$ cat src/rtl/board_cover.sv
// board_cover: per-cell cover state (covered / opened / flagged) for a game board.
// It reads the selected cell combinationally and pulses opened_cell once per successful open.
module board_cover #(
    parameter int x_size       = 16,
    parameter int y_size       = 16,
    parameter int x_coord_bits = 4,
    parameter int y_coord_bits = 4
) (
    input  logic                    clk,
    input  logic                    reset,
    input  logic                    flag,
    input  logic                    open,
    input  logic [x_coord_bits-1:0] x_coord,
    input  logic [y_coord_bits-1:0] y_coord,
    output logic [1:0]              cell_val,
    output logic                    opened_cell
);

    typedef enum logic [1:0] {
        COVERED = 2'b00,
        OPENED  = 2'b01,
        FLAGGED = 2'b10
    } cover_e;

    localparam int cell_count = x_size * y_size;
    localparam int idx_bits   = (cell_count > 1) ? $clog2(cell_count) : 1;

    // The declaration initialisers make the board read all-covered before the first reset.
    cover_e cells [cell_count] = '{default: COVERED};
    logic   opened_q           = 1'b0;

    logic                in_range;
    logic [idx_bits-1:0] cell_idx;
    cover_e              cur_state;

    always_comb begin
        in_range  = (int'(x_coord) < x_size) && (int'(y_coord) < y_size);
        cell_idx  = idx_bits'(int'(y_coord) * x_size + int'(x_coord));
        cur_state = in_range ? cells[cell_idx] : COVERED;
    end

    // NOTE: state registers use non-blocking assignments so every reader sees pre-edge values.
    always_ff @(posedge clk) begin
        if (reset) begin
            // NOTE: the board is a register file rather than a RAM, so all cells clear in one cycle.
            for (int i = 0; i < cell_count; i++) begin
                cells[i] <= COVERED;
            end
            opened_q <= 1'b0;
        end else begin
            opened_q <= 1'b0;
            if (in_range) begin
                if (open) begin
                    if (cur_state == COVERED) begin
                        cells[cell_idx] <= OPENED;
                        opened_q        <= 1'b1;
                    end
                end else if (flag) begin
                    case (cur_state)
                        COVERED: cells[cell_idx] <= FLAGGED;
                        FLAGGED: cells[cell_idx] <= COVERED;
                        default: ;
                    endcase
                end
            end
        end
    end

    assign cell_val    = cur_state;
    assign opened_cell = opened_q;

endmodule

$ cat config.mk
export PLATFORM = sky130hd
export DESIGN_NAME = board_cover
export DESIGN_NICKNAME = d
export VERILOG_FILES = /design/src/rtl/board_cover.sv
export SDC_FILE = /design/constraint.sdc
export NUM_CORES = 1
export LEC_CHECK = 0
export CORE_MARGIN = 8
export CORE_UTILIZATION = 45
export DETAILED_ROUTE_END_ITERATION = 6
export PLACE_DENSITY = 0.62
export SLEW_MARGIN = 40
export SYNTH_ARGS = -nofsm -noshare
export SYNTH_HDL_FRONTEND = slang
export SYNTH_SLANG_ARGS = --single-unit
$ cat constraint.sdc
create_clock -name clk -period 5.6 [get_ports clk]
set_input_delay 0.84 -clock clk [delete_from_list [all_inputs] [get_ports clk]]
set_output_delay 0.84 -clock clk [all_outputs]
set_load 0.01 [all_outputs]
### After elaboration in Yosys (flattened, before gate mapping)

Memories as Yosys holds them, arrays and structs flattened.
Cells that the tools add are included.

| cells by class | value |
|---|---|
| reduce and logical (&&, ||, !) cells | 2 |
| add/subtract/negate cells | 1 |
| multiplexer cells | 20 |
| bitwise gates (word level) | 2 |
| equal/unequal tests | 1 |

Operators by type and width:

| cell | count |
|---|---|
| $mux 1 | 16 |
| $add 8x4->8 | 1 |
| $mux 8 | 1 |
| $mux 2 | 3 |
| $eq 2x2->1 const B | 1 |
| $logic_not 2->1 | 1 |
| $or 1x1->1 | 2 |
| $reduce_or 2->1 | 1 |

| storage, ports and cells | value |
|---|---|
| flip-flop bits (word level) | 1 |
| output and inout port bits | 3 |
| RAM bits | 512 |
| word-level logic and storage cells | 28 |
| memories | 1 |
| input bits | 12 |

Memories:

| memory | depth | bits a word | read ports | clocked after memory_dff | wr ports | RTL line | text |
|---|---|---|---|---|---|---|---|
| cells | 256 | 2 | 1 | 0 | 256 | 29 | `cover_e cells [cell_count] = '{default: COVERED};` |

### Depth between registers and ports, before layout

An unclocked memory read counts as a cell.

| logic depth | value |
|---|---|
| depth in word-level cells | 12 |
| gate-level depth with buffers | 15 |
| gate-level depth less buffers | 7 |

### Worst setup path before layout

Ideal clock, no wire load.

| timing path | value |
|---|---|
| path type | input to output |
| start point | input x_coord[0] |
| end point | output cell_val[0] |
| cell stages on the path | 11 |
| data required time | 4760 ps |
| arrival | 3155 ps |
| buffers on the path | 5 |
| slack | 1605 ps |
| cells stage by stage | buf_6 > buf_4 > buf_2 > mux4_2 > a22oi_1 > a21oi_1 > nor4_1 > a2bb2oi_1 > nand2_1 > buf_2 > buf_2 |

| on the way | value |
|---|---|
| cells in the longest elaborated chain, start to end | 2 |

Ends and longest elaborated chain:

| item | RTL line | text |
|---|---|---|
| from (decl) | 13 | `input logic [x_coord_bits-1:0] x_coord,` |
| $add 8x4->8 | 38 | `cell_idx = idx_bits'(int'(y_coord) * x_size + int'(x_coord));` |
| $mem_v2 256x2 | - |  |
| to (decl) | 15 | `output logic [1:0] cell_val,` |

Every way passes these cells.

### Worst setup path after layout

Ends and elaborated chain as after synthesis.

==> impl_metrics.json <==
{
  "fin_crit_sh_pct": 93.6,
  "die_area_um2": 72900,
  "clock_sinks": 513,
  "use_met3_pct": 4.28,
  "grt_max_degree": 155,
  "r2r_setup_slack_ns": 1.57,
  "cts_root_buffer": "clkbuf_16",
  "die_w_um": 270,
  "reg2reg_to": "cells[145][1]",
  "drive_gt1_share_pct": 29.4,
  "busiest_layer": "met2",
  "fin_setup_tns_ns": 0,
  "syn_nets": 2206,
  "synth_most_common_cell": "edfxtp_1",
  "row_count": 93,
  "overflow": 0,
  "post_cts_resize_count": 0,
  "antenna_found_initial": 0,
  "ys_types": 45,
  "rr_startpoint": "cells[238][0]",
  "netlist.area_leader.share_pct": 52.9,
  "via_count": 21100,
  "initial_utilization_pct": 45.3,
  "synth_warnings": 0,
  "hpwl_mm": 51.1,
  "slew_headroom_pct": 41.0,
  "powerDensity_nw_per_um2": 300,
  "drcViolationCount": 0,
  "crit_fanout": 37,
  "ir_drop_uv": 239,
  "htree_num_levels": 2,
  "drt-pass1-iter-count": 5,
  "cts-hold-fix-buffers": 0,
  "worstMarginPinSlew_ns": 0.880,
  "synth_area_leaders": "edfxtp_1, mux4_2, o41ai_2",
  "hold_end": "cells[205][0]",
  "syn_to_final_growth_pct": 9.48,
  "ys.flop_type": "edfxtp_1",
  "netlist_area_um2": 29000,
  "clockBufferDepth": 3,
  "synth_edf_count": 512,
  "crit_path_end_kind": "output pin",
  "synth_seq_area_share_pct": 53.0,
  "io_pins": 15,
  "core-area_um2": 64100,
  "hold_start": "reset",
  "setup_viol": 0,
  "cap_violations": 0,
  "ys_ff_latch": 513,
  "worstSetupStartpointType": "input pin",
  "clk_pin_slew_ns": 0.06,
  "min_period_ns": 5.24,
  "synth_area_per_cell_um2": 13.2,
  "wl_per_cell_um": 30.4,
  "grtUsageTotal_pct": 23.7,
  "cts_tree": "yes",
  "leakage_uw": 0.00943,
  "fmax_mhz": 191,
  "fin_ws_ns": 0.357,
  "rsz0062_at_grt": "no",
  "grtUsageMet2_pct": 36.4,
  "grt_pass1_wl_mm": 136,
  "drtAntennaViolNets": 0,
  "rr_worst_depth": 10,
  "synth-async-reset-ratio_pct": 0,
  "slew_viol_final": 0,
  "clk_latency_ns": 0.63,
  "cts-buffers-inserted": 57,
  "die_y_um": 270,
  "port_buffers": 14,
  "yosysTopAreaCell": "edfxtp_1",
  "wirelength_mm": 89.7,
  "synth_cells": 2194,
  "place_congestion": 0.831,
  "holdPathStages": 3,
  "hp-class": "input pin to flop",
  "drt_iter0_drc": 2918,
  "worstPathArrival_ns": 4.40,
  "cts_setup_buffers": 0,
  "status": "complete, no violations",
  "finalClockSkew_ns": 0.0402,
  "synthTopCellsByCount": "edfxtp_1, nor3_1, nand2_1",
  "pre_cts_ws_ns": 0.328,
  "grt_pass1_vias": 20800,
  "path_class": "input pin to output pin",
  "grt_use_met1_pct": 33.6,
  "avgViaCountPerCell": 7.16,
  "hold_viol": 0,
  "critPathLaunch": "x_coord[0]",
  "critPathRequiredTime_ns": 4.76,
  "fin_nets": 2064,
  "fill_cells": 5453
}
## critical path: stages
cell,delay [ns]
buf_6,0.45
buf_12,0.26
buf_4,0.20
mux4_2,0.51
a22oi_1,0.19
a21oi_1,0.12
nor4_1,0.60
buf_4,0.21
o22a_1,0.24
nand2_4,0.13
clkdlybuf4s50_1,0.52
## per-layer routing
metal	vias up	wire length, um	share of wire (%)
met3	197	9220	10
li1	8760	-	-
met4	0	3180	3.5
met2	1337	41800	47
met1	10800	35500	40
met5	-	0	0
## worst max-delay path by stage
| stage | slack [ns] | to |
|---|---|---|
| global placement | 0.47 | cells[133][0] |
| finish | 0.36 | cell_val[0] |
| detailed placement | 0.33 | cells[130][0] |
| floorplan | 1.61 | cell_val[0] |
| global route | 0.28 | cell_val[0] |
| CTS | 0.43 | cell_val[0] |
## kinds of logic after synthesis
group | count (synthesis) | synth area share [%]
DFF | 513 | 53.0
buffers and inverters | 337 | 5.69
and+or+nand+nor | 859 | 16.6
muxes | 149 | 10.7
AOI/OAI and AO/OA | 336 | 14.1
## sequential cells by signal (all words and copies together) (netlist names)
name,count
cells,512
opened_cell,1
## power breakdown
part / switching, uW / internal (uW)
registers: 45.5 / 4340
clock network: 1570 / 2100
logic: 1100 / 382
## layout by cell type, fill, tap and decap left out, drive strengths merged, types with 2 or more instances in the layout
cell | netlist | layout
nor3 | 300 | 300
nor2b | 7 | 7
nor2 | 30 | 30
bufinv | 0 | 4
and2 | 3 | 3
nand2b | 9 | 9
buf | 151 | 120
o221ai | 2 | 2
a31oi | 5 | 5
edfxtp | 512 | 512
a22oi | 39 | 39
clkinv | 1 | 18
mux2 | 2 | 2
nand3 | 6 | 6
a21oi | 19 | 19
mux4 | 128 | 128
a221oi | 3 | 3
inv | 4 | 6
nor4 | 228 | 228
clkdlybuf4s50 | 0 | 11
nand2 | 272 | 272
o21ai | 2 | 2
o41ai | 256 | 256
clkbuf | 181 | 76
mux2i | 19 | 19
## area by class of cell
type	count	area [um2]	area share (%)
Multi-Input combinational cell	1344	12100	38.1
Timing Repair Buffer	131	1430	4.51
Inverter	5	26.3	0.0827
Sequential cell	513	15400	48.4
Tap cell	855	1070	3.37
Antenna cell	1	2.50	0.00787
Clock inverter	24	218	0.685
Clock buffer	76	1540	4.85
## per-stage QoR
step	hold WS, ns	instances	utilization (%)	cell area [um2]	power, uW
2_1_floorplan	1.14	2194	-	29000	5490
3_3_place_gp	1.61	2845	46.7	29900	5900
3_5_place_dp	1.55	2847	46.8	30000	5920
4_1_cts	1.21	2947	49.5	31800	9530
5_1_grt	1.26	2948	49.6	31800	9760
6_report	1.21	2949	49.6	31800	9540
Power figures use the tool's default switching activity.
